<file path="src/rtl/vga_pkg.sv">
// =============================================================================
// Module   : vga_pkg
// Brief    : Shared key codes, PS/2 Set-2 scan codes and keyboard FSM states.
// Revision : 1.0
// =============================================================================
`default_nettype none

package vga_pkg;

   // Key codes consumed by the game and menu FSMs
   localparam logic [3:0] key_relesed = 4'b0000;
   localparam logic [3:0] key_A       = 4'b0001;
   localparam logic [3:0] key_S       = 4'b0010;
   localparam logic [3:0] key_W       = 4'b0011;
   localparam logic [3:0] key_D       = 4'b0100;
   localparam logic [3:0] key_1       = 4'b0101;
   localparam logic [3:0] key_2       = 4'b0110;
   localparam logic [3:0] key_3       = 4'b0111;
   localparam logic [3:0] key_4       = 4'b1000;
   localparam logic [3:0] key_esc     = 4'b1001;

   localparam logic [7:0] SC_A     = 8'h1C;
   localparam logic [7:0] SC_S     = 8'h1B;
   localparam logic [7:0] SC_W     = 8'h1D;
   localparam logic [7:0] SC_D     = 8'h23;
   localparam logic [7:0] SC_1     = 8'h16;
   localparam logic [7:0] SC_2     = 8'h1E;
   localparam logic [7:0] SC_3     = 8'h26;
   localparam logic [7:0] SC_4     = 8'h25;
   localparam logic [7:0] SC_ESC   = 8'h76;
   localparam logic [7:0] SC_BREAK = 8'hF0;
   localparam logic [7:0] SC_EXT   = 8'hE0;

   typedef enum logic [1:0] {
      IDLE    = 2'd0,
      BRK     = 2'd1,
      EXT     = 2'd2,
      EXT_BRK = 2'd3
   } kbd_state_t;

endpackage

`default_nettype wire

</file>
<file path="src/rtl/ps2_key_decoder_scan_to_key.sv">
// =============================================================================
// Module   : ps2_scan_to_key
// Brief    : Combinational Set-2 scan-code to key-code lookup.
// Revision : 1.0
// =============================================================================
`default_nettype none

module ps2_scan_to_key
   import vga_pkg::*;
(
   input  logic [7:0] scan_code,
   output logic       key_valid,
   output logic [3:0] key
);

   always_comb begin
      key_valid = 1'b1;
      key       = key_relesed;
      case (scan_code)
         SC_A:    key = key_A;
         SC_S:    key = key_S;
         SC_W:    key = key_W;
         SC_D:    key = key_D;
         SC_1:    key = key_1;
         SC_2:    key = key_2;
         SC_3:    key = key_3;
         SC_4:    key = key_4;
         SC_ESC:  key = key_esc;
         default: key_valid = 1'b0;
      endcase
   end

endmodule

`default_nettype wire

</file>
<file path="src/rtl/ps2_key_decoder.sv">
// =============================================================================
// Module   : ps2_key_decoder
// Brief    : PS/2 Set-2 byte stream to held-key code with break/extended/timeout handling.
// Revision : 1.0
// =============================================================================
`default_nettype none

module ps2_key_decoder
   import vga_pkg::*;
#(
   parameter int TIMEOUT_CYCLES = 130_000,
   parameter bit REPEAT_EN      = 1'b0
) (
   input  logic       clk,
   input  logic       rst_n,
   input  logic [7:0] scan_code,
   input  logic       scan_valid,
   output logic [3:0] key_code,
   output logic       key_event,
   output logic       prefix_err
);

   localparam int CNT_W = (TIMEOUT_CYCLES > 1) ? $clog2(TIMEOUT_CYCLES) : 1;
   localparam logic [CNT_W-1:0] C_CNT_LAST = CNT_W'(TIMEOUT_CYCLES - 1);

   kbd_state_t       r_state;
   logic [CNT_W-1:0] r_cnt;
   logic             w_key_valid;
   logic [3:0]       w_key;

   ps2_scan_to_key u_scan_to_key (
      .scan_code (scan_code),
      .key_valid (w_key_valid),
      .key       (w_key)
   );

   always_ff @(posedge clk or negedge rst_n) begin
      if (!rst_n) begin
         r_state    <= IDLE;
         r_cnt      <= '0;
         key_code   <= key_relesed;
         key_event  <= 1'b0;
         prefix_err <= 1'b0;
      end else begin
         key_event  <= 1'b0;
         prefix_err <= 1'b0;
         // An arriving byte always takes priority over a terminal count.
         if (scan_valid) begin
            r_cnt <= '0;
            case (r_state)
               IDLE: begin
                  if (scan_code == SC_BREAK) begin
                     r_state <= BRK;
                  end else if (scan_code == SC_EXT) begin
                     r_state <= EXT;
                  end else if (w_key_valid) begin
                     if (w_key != key_code) begin
                        key_code  <= w_key;
                        key_event <= 1'b1;
                     end else if (REPEAT_EN) begin
                        key_event <= 1'b1;
                     end
                  end
               end
               BRK: begin
                  // Releasing a key other than the held one leaves key_code alone.
                  if (w_key_valid && (w_key == key_code)) begin
                     key_code  <= key_relesed;
                     key_event <= 1'b1;
                  end
                  r_state <= IDLE;
               end
               EXT: begin
                  r_state <= (scan_code == SC_BREAK) ? EXT_BRK : IDLE;
               end
               EXT_BRK: begin
                  r_state <= IDLE;
               end
               default: begin
                  r_state <= IDLE;
               end
            endcase
         end else if (r_state != IDLE) begin
            if (r_cnt == C_CNT_LAST) begin
               r_state    <= IDLE;
               r_cnt      <= '0;
               prefix_err <= 1'b1;
            end else begin
               r_cnt <= r_cnt + 1'b1;
            end
         end else begin
            r_cnt <= '0;
         end
      end
   end

endmodule

`default_nettype wire

</file>
<file path="config.mk">
export PLATFORM = sky130hd
export DESIGN_NAME = ps2_key_decoder
export DESIGN_NICKNAME = d
export VERILOG_FILES = /design/src/rtl/vga_pkg.sv /design/src/rtl/ps2_key_decoder_scan_to_key.sv /design/src/rtl/ps2_key_decoder.sv
export SDC_FILE = /design/constraint.sdc
export NUM_CORES = 1
export LEC_CHECK = 0
export BUFFER_PORTS_ARGS = -buffer_cell sky130_fd_sc_hd__buf_2
export CAP_MARGIN = 20
export CORE_MARGIN = 8
export CORE_UTILIZATION = 25
export DETAILED_ROUTE_END_ITERATION = 10
export PLACE_DENSITY = 0.42
export SLEW_MARGIN = 20
export SYNTH_ARGS = -nofsm -noshare
export SYNTH_HDL_FRONTEND = slang
export SYNTH_SLANG_ARGS = --single-unit
</file>
<file path="constraint.sdc">
create_clock -name clk -period 2.7 [get_ports clk]
set_input_delay 0.27 -clock clk [delete_from_list [all_inputs] [get_ports clk]]
set_output_delay 0.27 -clock clk [all_outputs]
set_load 0.05 [all_outputs]
</file>
# Word-level counts from Yosys, hierarchy flattened
# Index checks and enable logic that the tools add are counted.
dict set report classes {
  addsub 1
  n_eq_ne 23
  muxes 28
  reduce_logical 10
}
# cell count
set op_table {}
lappend op_table {{$mux 17} 3}
lappend op_table {{$eq 8x5->1 const B} 5}
lappend op_table {{$pmux 4 s9} 1}
lappend op_table {{$eq 8x6->1 const B} 3}
lappend op_table {{$mux 4} 5}
lappend op_table {{$add 17x1->17 const B} 1}
lappend op_table {{$eq 17x17->1 const B} 1}
lappend op_table {{$eq 8x8->1 const B} 2}
lappend op_table {{$mux 2} 6}
lappend op_table {{$mux 1} 10}
lappend op_table {{$ne 2x2->1 const B} 5}
lappend op_table {{$reduce_or 9->1} 1}
lappend op_table {{$eq 8x7->1 const B} 1}
lappend op_table {{$pmux 4 s2} 1}
lappend op_table {{$reduce_bool 2->1} 4}
lappend op_table {{$reduce_and 7->1} 1}
lappend op_table {{$pmux 2 s3} 1}
lappend op_table {{$eq 2x2->1 const B} 2}
lappend op_table {{$eq 4x4->1} 1}
lappend op_table {{$ne 4x4->1} 1}
lappend op_table {{$ne 4x4->1 const B} 1}
lappend op_table {{$reduce_and 3->1} 1}
lappend op_table {{$eq 2x1->1 const B} 1}
lappend op_table {{$logic_not 2->1} 1}
lappend op_table {{3 further kinds} 3}
dict set report word_totals {
  register_bits 25
  in_bits 11
  out_inout_bits 6
  elab_cells 67
}

# Depth between registers and ports, before layout
# Gate-level depths: netlist (run 1).
dict set report logic_depth {
  depth_word 9
  depth_mapped 8
  mapped_depth_nobuf 8
}

# Hierarchy
# A second synthesis (run 1) with hierarchy kept.
dict set report hier_totals {
  hier_cells 177
  area_unflattened_um2 1625.3
}
# module instances cells_per_inst area_each_um2 seq_area_each_um2
set modules_own_cells {}
lappend modules_own_cells {ps2_key_decoder 1 141 1360.1 625.6}
lappend modules_own_cells {ps2_scan_to_key 1 36 265.3 0.0}

# Worst setup path before layout (run 1)
# No wires, ideal clock.
dict set report synth_timing {
  path_kind {input-to-reg}
  start {input scan_code[4]}
  end {register key_code[2]}
  setup_time_ns 0.067
  t_arrival_ns 2.228
  required_time_ns 2.633
  path_slack_ns 0.405
  path_stages 8
  path_buffers 1
  path_cell_list {buf_6 > or4b_4 > a21oi_4 > xnor2_1 > nand4_2 > nor4_4 > mux2i_2 > a22o_1}
}
dict set report synth_via {
  elab_chain_len 7
  elab_cells_between_ends 28
  classes_between {eq/ne (18); mux (7); reduce/logical (3)}
}
# item line_no
set synth_rtl {}
lappend synth_rtl {{from (decl)} ps2_key_decoder.sv:16} ;# input logic [7:0] scan_code,
lappend synth_rtl {{$eq 8x7->1 (tied with other cells)} ps2_key_decoder_scan_to_key.sv:19} ;# case (scan_code)
lappend synth_rtl {{$pmux 4 s9} ps2_key_decoder_scan_to_key.sv:19}
lappend synth_rtl {{$mux 4} ps2_key_decoder.sv:57} ;# if (w_key != key_code) begin
lappend synth_rtl {{$mux 4} ps2_key_decoder.sv:56} ;# end else if (w_key_valid) begin
lappend synth_rtl {{$mux 4} ps2_key_decoder.sv:54} ;# end else if (scan_code == SC_EXT) begin
lappend synth_rtl {{$mux 4} ps2_key_decoder.sv:52} ;# if (scan_code == SC_BREAK) begin
lappend synth_rtl {{$pmux 4 s2} ps2_key_decoder.sv:50} ;# case (r_state)
lappend synth_rtl {{to (signal assigned)} ps2_key_decoder.sv:41} ;# key_code <= key_relesed;
lappend synth_rtl {{to (signal assigned)} ps2_key_decoder.sv:58} ;# key_code <= w_key;
lappend synth_rtl {{to (signal assigned)} ps2_key_decoder.sv:68} ;# key_code <= key_relesed;
lappend synth_rtl {{to (decl)} ps2_key_decoder.sv:18} ;# output logic [3:0] key_code,
# Parallel ways exist; a longest one is shown, timed or not. The select of a mux whose other input is x is not followed.
# A chain may end at the register's enable or synchronous reset.

# Final worst setup path (run 1)
dict set report layout_timing {
  start {input scan_code[2]}
  end {register key_code[2]}
}
# The elaborated chain is that of the path after synthesis.

==> results of run 1 <==
-- final cells by class --
class / instances / share of cell area, %
multi-input cells: 135 / 50.2
flip-flops and latches: 25 / 34.9
repair buffers: 20 / 6.29
well taps: 77 / 5.38
clock buffers: 3 / 2.31
inverters: 3 / 0.629
clock inverters: 1 / 0.280
-- power by group through the flow --
stage / sequential, mW / combinational [mW] / clock (mW)
2_1_floorplan: 0.383 / 0.0411 / 0
3_3_place_gp: 0.382 / 0.0686 / 0
3_5_place_dp: 0.382 / 0.0672 / 0
4_1_cts: 0.375 / 0.0685 / 0.242
5_1_grt: 0.375 / 0.0751 / 0.254
6_report: 0.375 / 0.0677 / 0.228
-- routing by layer --
layer,up-vias,global-route usage [%],wire length [um]
met2,18,13.5,1660
met4,0,3.07,49
met1,569,10.4,1760
li1,632,-,-
met5,-,0,0
met3,4,1.97,115
-- state kept, by name (all words and copies together), names as in the netlist --
signal	cells
r_state	2
r_cnt	17
key_event	1
key_code	4
prefix_err	1
-- per-stage QoR --
| step | cells | hold WS [ps] |
|---|---|---|
| 6_report | 264 | 210 |
| 3_5_place_dp | 259 | 301 |
| 3_3_place_gp | 259 | 308 |
| 4_1_cts | 264 | 198 |
| 2_1_floorplan | 169 | -25.6 |
| 5_1_grt | 264 | 195 |
-- worst paths after layout --
check                      cells past startpoint  slack [ps]         start     endpoint
max in group asynchronous                      2        1800         rst_n   r_state[1]
max                                            8         470  scan_code[2]  key_code[2]
min in group asynchronous                      2         520         rst_n     r_cnt[1]
min                                            2         210    scan_valid   prefix_err
max reg2reg                                    6         740     r_cnt[10]    r_cnt[11]
min reg2reg                                    1         490      r_cnt[0]     r_cnt[0]
-- Yosys cell counts (2+ instances only) --
library cell,count
sky130_fd_sc_hd__nor4_1,2
sky130_fd_sc_hd__o31ai_1,2
sky130_fd_sc_hd__nand2_1,14
sky130_fd_sc_hd__nand3b_1,2
sky130_fd_sc_hd__a21oi_1,4
sky130_fd_sc_hd__a22o_1,6
sky130_fd_sc_hd__nor2b_1,3
sky130_fd_sc_hd__nor2_1,31
sky130_fd_sc_hd__nor3_1,2
sky130_fd_sc_hd__nand4_1,3
sky130_fd_sc_hd__and4_1,2
sky130_fd_sc_hd__xor2_1,11
sky130_fd_sc_hd__buf_2,3
sky130_fd_sc_hd__nor3b_1,3
sky130_fd_sc_hd__nand3_1,9
sky130_fd_sc_hd__inv_1,3
sky130_fd_sc_hd__nand4b_1,3
sky130_fd_sc_hd__o21ai_1,3
sky130_fd_sc_hd__or4b_1,2
sky130_fd_sc_hd__buf_6,2
sky130_fd_sc_hd__xnor2_1,9
sky130_fd_sc_hd__o21ai_0,3
sky130_fd_sc_hd__dfrtp_1,25
-- logic make-up (layout without fill, tap and decap cells) --
| logic type | after synthesis | in the layout | synth area share, % |
|---|---|---|---|
| AO/OA/AOI/OAI | 24 | 24 | 11.1 |
| XOR/XNOR | 20 | 20 | 11.1 |
| adder cells (fa/ha/maj) | 1 | 1 | 0.792 |
| buffers and inverters | 9 | 27 | 3.56 |
| flip-flops | 25 | 25 | 39.6 |
| multiplexers | 1 | 1 | 0.871 |
| AND/OR/NAND/NOR | 89 | 89 | 33.0 |
-- what timing repair did --
| item | 4_1_cts | 5_1_grt |
|---|---|---|
| hold buffers | 1 | 0 |
| resized for setup | 0 | 0 |
| endpoints found under the hold margin | 25 | 0 |
==> impl_metrics.prom, run 1 <==
# TYPE chip_impl_metric gauge
chip_impl_metric{name="drcViolationCount",unit=""} 0
chip_impl_info{name="slowest_library_cell_on_the_worst_path",value="sky130_fd_sc_hd__or4bb_1"} 1
chip_impl_metric{name="worstPathBufferInverterCount",unit=""} 1
chip_impl_metric{name="clock_sink_count",unit=""} 25
chip_impl_info{name="min_path_type",value="input pin to register"} 1
chip_impl_info{name="result_of_the_run",value="complete, no violations"} 1
chip_impl_metric{name="post_synth_edffs",unit=""} 0
chip_impl_metric{name="setup_viol",unit=""} 0
chip_impl_metric{name="finalMaxSlewViolations",unit=""} 0
chip_impl_info{name="most-common-layout-cells",value="31 x sky130_fd_sc_hd__nor2_1, 25 x sky130_fd_sc_hd__dfrtp_1, 16 x sky130_fd_sc_hd__buf_2"} 1
chip_impl_metric{name="layout.area.seq",unit="sq um"} 626
chip_impl_info{name="layout_commonest_cell",value="sky130_fd_sc_hd__nor2_1"} 1
chip_impl_info{name="rsz0062_at_grt",value="false"} 1
chip_impl_info{name="synth_area_leader_cell",value="sky130_fd_sc_hd__dfrtp_1"} 1
chip_impl_metric{name="p_leak",unit="nW"} 0.717
chip_impl_metric{name="route.antenna.remaining_nets",unit=""} 0
chip_impl_metric{name="vertical_extent_of_the_die",unit="um"} 95.5
chip_impl_metric{name="die_w",unit="um"} 95.5
chip_impl_metric{name="final_min_period_over_clock_period",unit="%"} 82.4
chip_impl_metric{name="insertion_delay",unit="ps"} 270
chip_impl_metric{name="drive_above_1_share",unit="%"} 17.6
chip_impl_metric{name="synthArstFlopShare",unit="%"} 100
chip_impl_info{name="synth_top_flop_cell",value="sky130_fd_sc_hd__dfrtp_1"} 1
chip_impl_metric{name="clock_pin_slew_on_the_worst_setup_and_hold_paths",unit="ps"} 90
chip_impl_metric{name="timing.fmax",unit="MHz"} 449
chip_impl_metric{name="pin_count_of_the_biggest_net_entering_global_routing",unit=""} 26
chip_impl_metric{name="yosysUniqueCellTypes",unit=""} 45
chip_impl_metric{name="cts_buffer_count",unit=""} 3
chip_impl_metric{name="place.gp.congestion",unit=""} 0.689
chip_impl_metric{name="post_synth.cell_area_avg",unit="sq um"} 9.35
chip_impl_metric{name="vias",unit=""} 1223
chip_impl_metric{name="die-area",unit="sq um"} 9120
chip_impl_metric{name="arrival",unit="ps"} 2450
chip_impl_metric{name="antennaDiodeCount",unit=""} 0
chip_impl_metric{name="finalPower",unit="mW"} 0.671
chip_impl_metric{name="placedInstanceArea",unit="sq um"} 1730
chip_impl_info{name="cells_traversed_along_the_worst_timing_path",value="buf_2 -> or4bb_1 -> a21oi_4 -> xnor2_1 -> nand4_2 -> nor4_4 -> mux2i_2 -> a22o_1"} 1
chip_impl_metric{name="first_pass_grt_wire_length",unit="um"} 5970
chip_impl_metric{name="drt-initial-drc-count",unit=""} 48
chip_impl_metric{name="drt-vias-per-instance",unit=""} 4.63
chip_impl_metric{name="worst_slew_pin_slew",unit="ps"} 570
chip_impl_metric{name="row_count",unit=""} 29
chip_impl_metric{name="global_route.overflow_total",unit=""} 0
chip_impl_info{name="cts_tree",value="done"} 1
chip_impl_metric{name="cts_buffer_depth",unit=""} 2
chip_impl_metric{name="final_std_cell_area_no_fill",unit="sq um"} 1790
chip_impl_metric{name="routed_wirelength",unit="um"} 3580
chip_impl_metric{name="synth_top_area_share",unit="%"} 39.6
chip_impl_metric{name="filler_instances",unit=""} 671
chip_impl_info{name="clock_tree.root_cell",value="sky130_fd_sc_hd__clkbuf_8"} 1
chip_impl_metric{name="power.share.switching",unit="%"} 24.9
chip_impl_metric{name="timing.setup.tns",unit="ps"} 0
chip_impl_metric{name="netlist_instances",unit=""} 169
chip_impl_metric{name="place_hpwl",unit="um"} 2640
chip_impl_metric{name="crit_path_max_incr_delay",unit="ps"} 550
chip_impl_metric{name="hold_viol",unit=""} 0
chip_impl_info{name="setup.worst_path.end_class",value="register"} 1
chip_impl_metric{name="clock_skew",unit="ps"} 3.89
chip_impl_metric{name="io_buffer_count",unit=""} 16
chip_impl_metric{name="ir_drop",unit="uV"} 239
chip_impl_metric{name="clkPwrFrac",unit="%"} 34.0
chip_impl_metric{name="required",unit="ps"} 2920
chip_impl_info{name="setup.worst_path.start_class",value="input pin"} 1
chip_impl_metric{name="postLayoutSetupSlackWorst",unit="ps"} 474
chip_impl_metric{name="layout.core_utilization",unit="%"} 28.7
chip_impl_metric{name="power.density_cell_area",unit="nW/um^2"} 375
chip_impl_metric{name="antenna_found_initial",unit=""} 0
chip_impl_metric{name="cts_max_level",unit=""} 1
chip_impl_metric{name="netlist_area",unit="sq um"} 1580
chip_impl_metric{name="sequentialPowerShare",unit="%"} 55.9
chip_impl_metric{name="layout-area-overhead-vs-synth",unit="%"} 13.3
chip_impl_metric{name="finalNetCount",unit=""} 200
chip_impl_metric{name="post-route-min-period",unit="ps"} 2230
chip_impl_metric{name="post_drt_wl_per_cell",unit="um"} 13.6
chip_impl_metric{name="globalRouteTotalUtil",unit="%"} 8.27
chip_impl_metric{name="grt_pass1_vias",unit=""} 1235
chip_impl_info{name="critical-path-top-delay-family",value="simple AND/OR/NAND/NOR gates"} 1
chip_impl_metric{name="synth.yosys.seq_area_share",unit="%"} 39.6
chip_impl_metric{name="net-switching-power",unit="mW"} 0.167
chip_impl_metric{name="ys_seq_elements",unit=""} 25
chip_impl_metric{name="initial_utilization",unit="%"} 25.3
chip_impl_metric{name="pwr-share-comb",unit="%"} 10.1
chip_impl_info{name="crit_type",value="input pin to register"} 1
chip_impl_metric{name="drv_cap",unit=""} 0
chip_impl_metric{name="critical_path.max_fanout",unit=""} 14
chip_impl_metric{name="relSlewSlack",unit="%"} 62.0
chip_impl_metric{name="multi_input_area",unit="sq um"} 898
chip_impl_metric{name="core",unit="sq um"} 6240
chip_impl_metric{name="synth.net_count",unit=""} 181
chip_impl_info{name="netlist_top_cells_area",value="sky130_fd_sc_hd__dfrtp_1 40%, sky130_fd_sc_hd__nor2_1 7.4%, sky130_fd_sc_hd__xor2_1 6.1%"} 1
chip_impl_metric{name="drt_first_pass_iters",unit=""} 4
chip_impl_metric{name="yosysWarnings",unit=""} 0
chip_impl_metric{name="top_level_ports",unit=""} 17
chip_impl_metric{name="post-cts-setup-buffer-count",unit=""} 0
chip_impl_metric{name="placement.setup.worst_slack",unit="ps"} 177
chip_impl_metric{name="cell_internal_pwr",unit="mW"} 0.504
No activity file was read; power rests on OpenSTA's default activity.
==> inputs of run 2 (changes only) <==
- clock period: 2.7 -> 2.1 ns (I/O delays scaled with it)
==> run 2 against run 1 <==
Combinational power grew 58%. Routed wire length about the same. Cell area grew 9.4%. Clock skew fell by 0.81 ps. Sequential power increased by 29%. Non-clock buffer count rose by 20. Core utilization is 2.7 points higher. Power rose by 30%. First-iteration DRC count is 50% lower. Final cell count grew 7.6%.
==> impl_metrics.prom, run 2 (synthesized netlist as in run 1, its figures left out) <==
# TYPE chip_impl_metric gauge
chip_impl_metric{name="die-area",unit="sq um"} 9120
chip_impl_info{name="setup.worst_path.start_class",value="input pin"} 1
chip_impl_metric{name="power.share.switching",unit="%"} 23.8
chip_impl_info{name="top_reg_by_flops",value="r_cnt"} 1
chip_impl_metric{name="antennaDiodeCount",unit=""} 0
chip_impl_metric{name="vertical_extent_of_the_die",unit="um"} 95.5
chip_impl_metric{name="clock_pin_slew_on_the_worst_setup_and_hold_paths",unit="ps"} 90
chip_impl_metric{name="first_pass_grt_wire_length",unit="um"} 6370
chip_impl_metric{name="drcViolationCount",unit=""} 0
chip_impl_info{name="layout_top_registers",value="r_cnt (17), key_code (4), r_state (2)"} 1
chip_impl_metric{name="drv_cap",unit=""} 0
chip_impl_metric{name="post-route-min-period",unit="ps"} 1900
chip_impl_metric{name="arrival",unit="ps"} 2110
chip_impl_metric{name="row_count",unit=""} 29
chip_impl_metric{name="finalNetCount",unit=""} 220
chip_impl_metric{name="die_w",unit="um"} 95.5
chip_impl_metric{name="pwr-share-comb",unit="%"} 12.3
chip_impl_metric{name="cell_internal_pwr",unit="mW"} 0.666
chip_impl_metric{name="clkPwrFrac",unit="%"} 32.6
chip_impl_metric{name="io_buffer_count",unit=""} 16
chip_impl_metric{name="drive_above_1_share",unit="%"} 26.1
chip_impl_info{name="clock_tree.root_cell",value="sky130_fd_sc_hd__clkbuf_8"} 1
chip_impl_metric{name="worst-r2r-cell-count",unit=""} 6
chip_impl_metric{name="drt-vias-per-instance",unit=""} 4.53
chip_impl_metric{name="sequentialPowerShare",unit="%"} 55.1
chip_impl_metric{name="place_hpwl",unit="um"} 2790
chip_impl_metric{name="clock_skew",unit="ps"} 3.08
chip_impl_metric{name="ir_drop",unit="uV"} 205
chip_impl_metric{name="worst_slew_pin_slew",unit="ps"} 564
chip_impl_metric{name="placement.setup.worst_slack",unit="ps"} -95.6
chip_impl_metric{name="global_route.overflow_total",unit=""} 0
chip_impl_info{name="min_path_type",value="input pin to register"} 1
chip_impl_metric{name="filler_instances",unit=""} 678
chip_impl_metric{name="pin_count_of_the_biggest_net_entering_global_routing",unit=""} 26
chip_impl_metric{name="antenna_found_initial",unit=""} 0
chip_impl_info{name="result_of_the_run",value="complete, no violations"} 1
chip_impl_metric{name="drt-initial-drc-count",unit=""} 24
chip_impl_metric{name="place.gp.congestion",unit=""} 0.767
chip_impl_info{name="layout_commonest_cell",value="sky130_fd_sc_hd__nor2_1"} 1
chip_impl_metric{name="timing.fmax",unit="MHz"} 526
chip_impl_metric{name="largest_reg_flops",unit=""} 17
chip_impl_metric{name="drt_first_pass_iters",unit=""} 4
chip_impl_metric{name="cts_max_level",unit=""} 1
chip_impl_metric{name="critical_path.max_fanout",unit=""} 5
chip_impl_info{name="rsz0062_at_grt",value="false"} 1
chip_impl_metric{name="required",unit="ps"} 2310
chip_impl_metric{name="initial_utilization",unit="%"} 25.3
chip_impl_metric{name="postLayoutSetupSlackWorst",unit="ps"} 199
chip_impl_metric{name="multi_input_area",unit="sq um"} 905
chip_impl_metric{name="power.density_cell_area",unit="nW/um^2"} 446
chip_impl_metric{name="route.antenna.remaining_nets",unit=""} 0
chip_impl_metric{name="p_leak",unit="nW"} 0.823
chip_impl_info{name="cts_tree",value="done"} 1
chip_impl_metric{name="insertion_delay",unit="ps"} 270
chip_impl_metric{name="globalRouteTotalUtil",unit="%"} 8.68
chip_impl_metric{name="post_drt_wl_per_cell",unit="um"} 12.6
chip_impl_metric{name="setup_viol",unit=""} 0
chip_impl_metric{name="finalMaxSlewViolations",unit=""} 0
chip_impl_metric{name="cts_buffer_count",unit=""} 3
chip_impl_metric{name="clock_sink_count",unit=""} 25
chip_impl_metric{name="top_level_ports",unit=""} 17
chip_impl_metric{name="hold_viol",unit=""} 0
chip_impl_metric{name="relSlewSlack",unit="%"} 62.4
chip_impl_metric{name="grt_pass1_vias",unit=""} 1386
chip_impl_metric{name="cts_buffer_depth",unit=""} 2
chip_impl_metric{name="hold_path_depth",unit=""} 2
chip_impl_metric{name="routed_wirelength",unit="um"} 3580
chip_impl_metric{name="layout-area-overhead-vs-synth",unit="%"} 24.0
chip_impl_info{name="setup.worst_path.end_class",value="register"} 1
chip_impl_metric{name="net-switching-power",unit="mW"} 0.208
chip_impl_info{name="most-common-layout-cells",value="31 x sky130_fd_sc_hd__nor2_1, 25 x sky130_fd_sc_hd__dfrtp_1, 22 x sky130_fd_sc_hd__buf_4"} 1
chip_impl_metric{name="layout.area.seq",unit="sq um"} 626
chip_impl_metric{name="final_min_period_over_clock_period",unit="%"} 90.5
chip_impl_info{name="crit_type",value="input pin to register"} 1
chip_impl_metric{name="vias",unit=""} 1286
chip_impl_metric{name="timing.setup.tns",unit="ps"} 0
chip_impl_metric{name="core",unit="sq um"} 6240
## run 2: cell count changes in the layout (fill, tap and decap cells not counted)
cell                     delta
sky130_fd_sc_hd__buf_12     +1
sky130_fd_sc_hd__buf_4     +19
sky130_fd_sc_hd__nor4_1     -1
sky130_fd_sc_hd__nor4_2     +1
## run 2: per-layer routing
layer / vias up / GRT usage [%] / share of wire, %
li1: 672 / - / -
met1: 592 / 9.97 / 46
met2: 15 / 15.7 / 50
met3: 7 / 1.10 / 2.0
met4: 0 / 3.84 / 2.1
met5: - / 0 / 0
## run 2: repair_timing
action                                  CTS  global route
gates resized for setup                   0             1
hold buffers                              1             0
endpoints found under the hold margin    25             0
setup buffers                             0             0
endpoints found under the setup margin    0            16
## run 2: path summary, 6_finish.rpt
kind | startpoint | end | slack [ps]
max in group asynchronous | rst_n | r_cnt[2] | 1270
hold / removal | scan_valid | prefix_err | 160
setup reg to reg | r_cnt[5] | r_cnt[3] | 240
min in group asynchronous | rst_n | r_cnt[15] | 460
setup / recovery | scan_code[6] | key_code[2] | 200
hold reg to reg | r_cnt[0] | r_cnt[0] | 490
## run 2: cell type report
cell class | count | share of cell area [%]
Clock buffer | 3 | 2.11
Clock inverter | 1 | 0.255
Inverter | 3 | 0.575
Multi-Input combinational cell | 135 | 46.2
Sequential cell | 25 | 31.9
Tap cell | 77 | 4.92
Timing Repair Buffer | 40 | 14.0
## run 2: per-stage QoR
step           utilization [%]  hold WS (ps)  std cells  power [mW]  area (sq um)
6_report                  31.4           163        284       0.873          1960
5_1_grt                   31.4           173        284       0.921          1960
4_1_cts                   31.3           155        284       0.890          1950
3_5_place_dp              30.4           245        279       0.599          1900
3_3_place_gp              30.4           242        279       0.601          1900
2_1_floorplan                -         -85.6        169       0.545          1580
## run 2: worst max-delay path, cell delays in order
cell and delay [ps]:
sky130_fd_sc_hd__buf_2 130, sky130_fd_sc_hd__or4b_4 530, sky130_fd_sc_hd__a21oi_4 180, sky130_fd_sc_hd__xnor2_1 140, sky130_fd_sc_hd__nand4_2 140, sky130_fd_sc_hd__nor4_4 220, sky130_fd_sc_hd__mux2i_2 370, sky130_fd_sc_hd__a22o_1 190
## run 2: power by group through the flow
stage / combinational [mW] / clock (mW) / sequential, mW
floorplan: 0.0531 / 0 / 0.492
CTS: 0.109 / 0.299 / 0.482
global route: 0.120 / 0.319 / 0.482
finish: 0.107 / 0.284 / 0.482
global placement: 0.109 / 0 / 0.491
detailed placement: 0.108 / 0 / 0.491
==> inputs of run 3 (changes only) <==
- BUFFER_PORTS_ARGS: -buffer_cell sky130_fd_sc_hd__buf_2 -> -buffer_cell sky130_fd_sc_hd__buf_4
==> run 3 against run 2 <==
Die area unchanged. Clock power grew 2%. Flip-flop and latch count did not move. Largest cell class unchanged. Largest power group unchanged.
==> impl_metrics.prom, run 3 (synthesized netlist as in run 1, its figures left out) <==
# TYPE chip_impl_metric gauge
chip_impl_info{name="worstReg2RegStart",value="r_cnt[5]"} 1
chip_impl_metric{name="dp_cells",unit=""} 272
chip_impl_info{name="result_of_the_run",value="complete, no violations"} 1
chip_impl_metric{name="row_count",unit=""} 29
chip_impl_metric{name="io_buffer_count",unit=""} 16
chip_impl_metric{name="p_leak",unit="nW"} 0.801
chip_impl_metric{name="drive_above_1_share",unit="%"} 23.5
chip_impl_metric{name="clock_skew",unit="ps"} 6.86
chip_impl_metric{name="drcViolationCount",unit=""} 0
chip_impl_metric{name="grt.met2_usage",unit="%"} 14.7
chip_impl_metric{name="die_w",unit="um"} 95.5
chip_impl_info{name="setup.worst_path.start_class",value="input pin"} 1
chip_impl_info{name="holdPathEnd",value="prefix_err"} 1
chip_impl_metric{name="clock_sink_count",unit=""} 25
chip_impl_metric{name="placedInstanceArea",unit="sq um"} 1910
chip_impl_info{name="crit_type",value="input pin to register"} 1
chip_impl_metric{name="layout.cells.non_filler",unit=""} 277
chip_impl_metric{name="layout-area-overhead-vs-synth",unit="%"} 24.9
chip_impl_metric{name="pin_count_of_the_biggest_net_entering_global_routing",unit=""} 26
chip_impl_metric{name="finalNetCount",unit=""} 213
chip_impl_info{name="setup.worst_path.end_class",value="register"} 1
chip_impl_metric{name="drt-vias-per-instance",unit=""} 4.57
chip_impl_metric{name="postLayoutSetupSlackWorst",unit="ps"} 185
chip_impl_info{name="cells_traversed_along_the_worst_timing_path",value="buf_4 -> or4b_4 -> a21oi_4 -> xnor2_1 -> nand4_2 -> nor4_4 -> mux2i_2 -> a22o_1"} 1
chip_impl_metric{name="required",unit="ps"} 2320
chip_impl_info{name="top_reg_by_flops",value="r_cnt"} 1
chip_impl_info{name="reg2reg_to",value="r_cnt[9]"} 1
chip_impl_info{name="cts_tree",value="done"} 1
chip_impl_metric{name="first_pass_grt_wire_length",unit="um"} 6150
chip_impl_info{name="startpoint_of_the_most_critical_setup_path",value="scan_code[4]"} 1
chip_impl_metric{name="worst_slew_pin_slew",unit="ps"} 323
chip_impl_info{name="most-common-layout-cells",value="31 x sky130_fd_sc_hd__nor2_1, 29 x sky130_fd_sc_hd__buf_4, 25 x sky130_fd_sc_hd__dfrtp_1"} 1
chip_impl_metric{name="arrival",unit="ps"} 2140
chip_impl_metric{name="vertical_extent_of_the_die",unit="um"} 95.5
chip_impl_metric{name="vias",unit=""} 1266
chip_impl_metric{name="cts_buffer_depth",unit=""} 2
chip_impl_info{name="rsz0062_at_grt",value="false"} 1
chip_impl_metric{name="die-area",unit="sq um"} 9120
chip_impl_metric{name="cts_buffer_count",unit=""} 3
chip_impl_metric{name="sequentialPowerShare",unit="%"} 54.5
chip_impl_metric{name="pwr-share-comb",unit="%"} 12.6
chip_impl_metric{name="largest_reg_flops",unit=""} 17
chip_impl_metric{name="finalMaxSlewViolations",unit=""} 0
chip_impl_metric{name="global_route.overflow_total",unit=""} 0
chip_impl_metric{name="top_level_ports",unit=""} 17
chip_impl_metric{name="initial_utilization",unit="%"} 25.3
chip_impl_metric{name="final_min_period_over_clock_period",unit="%"} 91.2
chip_impl_metric{name="drt_first_pass_iters",unit=""} 4
chip_impl_metric{name="post_drt_wl_per_cell",unit="um"} 12.8
chip_impl_metric{name="core",unit="sq um"} 6240
chip_impl_info{name="min_path_type",value="input pin to register"} 1
chip_impl_info{name="layout_commonest_cell",value="sky130_fd_sc_hd__nor2_1"} 1
chip_impl_metric{name="cts_max_level",unit=""} 1
chip_impl_metric{name="worst_hold_slack",unit="ps"} 126
chip_impl_metric{name="post-route-min-period",unit="ps"} 1910
chip_impl_metric{name="globalRouteTotalUtil",unit="%"} 8.46
chip_impl_metric{name="power.share.switching",unit="%"} 24.0
chip_impl_metric{name="crit_path_max_incr_delay",unit="ps"} 550
chip_impl_info{name="clock_tree.root_cell",value="sky130_fd_sc_hd__clkbuf_8"} 1
chip_impl_metric{name="layout.core_utilization",unit="%"} 31.6
chip_impl_metric{name="clkPwrFrac",unit="%"} 32.8
chip_impl_metric{name="grt.met1_usage",unit="%"} 9.79
chip_impl_metric{name="placement.setup.worst_slack",unit="ps"} -129
chip_impl_metric{name="hold_viol",unit=""} 0
chip_impl_metric{name="timing.fmax",unit="MHz"} 522
chip_impl_info{name="gr_busiest_metal",value="met2"} 1
chip_impl_info{name="slowest_library_cell_on_the_worst_path",value="sky130_fd_sc_hd__or4b_4"} 1
chip_impl_metric{name="finalPower",unit="mW"} 0.883
chip_impl_metric{name="route.antenna.remaining_nets",unit=""} 0
chip_impl_metric{name="drt-initial-drc-count",unit=""} 26
chip_impl_metric{name="insertion_delay",unit="ps"} 270
chip_impl_metric{name="power.density_cell_area",unit="nW/um^2"} 447
chip_impl_metric{name="hold_path_depth",unit=""} 2
chip_impl_metric{name="cell_internal_pwr",unit="mW"} 0.672
chip_impl_metric{name="grt_pass1_vias",unit=""} 1324
chip_impl_metric{name="rrSetupSlack",unit="ps"} 230
chip_impl_metric{name="worst-r2r-cell-count",unit=""} 6
chip_impl_metric{name="antenna_found_initial",unit=""} 0
chip_impl_metric{name="timing.setup.tns",unit="ps"} 0
chip_impl_info{name="launch_instance_of_the_worst_min_delay_path",value="scan_valid"} 1
chip_impl_metric{name="antennaDiodeCount",unit=""} 0
chip_impl_metric{name="place.gp.congestion",unit=""} 0.832
chip_impl_metric{name="final_std_cell_area_no_fill",unit="sq um"} 1970
chip_impl_metric{name="ir_drop",unit="uV"} 250
chip_impl_metric{name="setup_viol",unit=""} 0
chip_impl_metric{name="place_hpwl",unit="um"} 2700
chip_impl_metric{name="critical_path.max_fanout",unit=""} 7
chip_impl_metric{name="relSlewSlack",unit="%"} 78.4
chip_impl_metric{name="drv_cap",unit=""} 0
chip_impl_metric{name="net-switching-power",unit="mW"} 0.212
chip_impl_metric{name="routed_wirelength",unit="um"} 3530
chip_impl_metric{name="clock_pin_slew_on_the_worst_setup_and_hold_paths",unit="ps"} 90
chip_impl_metric{name="gr-usage-met3",unit="%"} 1.42
chip_impl_info{name="layout_top_registers",value="r_cnt (17), key_code (4), r_state (2)"} 1
## run 3: cell types whose count changed in the layout (fill, tap and decap cells not counted), sizes merged
cell,previous run,this run
clkinv,1,0
buf,39,32
clkinvlp,0,1
## run 3: power groups by stage
stage	sequential (mW)	combinational, mW	clock, mW
after global routing	0.482	0.124	0.323
final	0.482	0.112	0.290
after detailed placement	0.491	0.112	0
after global placement	0.491	0.113	0
after CTS	0.482	0.113	0.308
after floorplan	0.492	0.0531	0
## run 3: what timing repair did
action / CTS / global route
endpoints found under the setup margin: 0 / 17
gates resized for setup: 0 / 1
setup buffers: 0 / 0
hold endpoints to repair: 25 / 0
hold buffers: 1 / 0
## run 3: how the worst max path moves through the flow
stage                  endpoint  slack [ps]
detailed placement  key_code[2]        -130
floorplan           key_code[2]           5
global placement    key_code[2]         -90
finish              key_code[2]         190
global route        key_code[0]          50
CTS                    r_cnt[9]          80
## run 3: worst max-delay path, delay by kind of cell
family          cells  cell delay, ps
buf+inv             1             140
compound gates      2             360
xor+xnor            1             140
mux                 1             370
simple gates        3             920
## run 3: metal layers
| layer | wire, um | share of wire (%) | vias up |
|---|---|---|---|
| li1 | - | - | 662 |
| met1 | 1580 | 45 | 586 |
| met2 | 1780 | 51 | 13 |
| met3 | 90 | 2.5 | 5 |
| met4 | 74 | 2.1 | 0 |
| met5 | 0 | 0 | - |
## run 3: area by class of cell
type                    instances  area (sq um)
multi-input cells             135           905
fillers                       678          4270
clock buffers                   3          41.3
repair buffers                 33           288
flip-flops and latches         25           626
well taps                      77          96.3
clock inverters                 1          7.51
inverters                       3          11.3
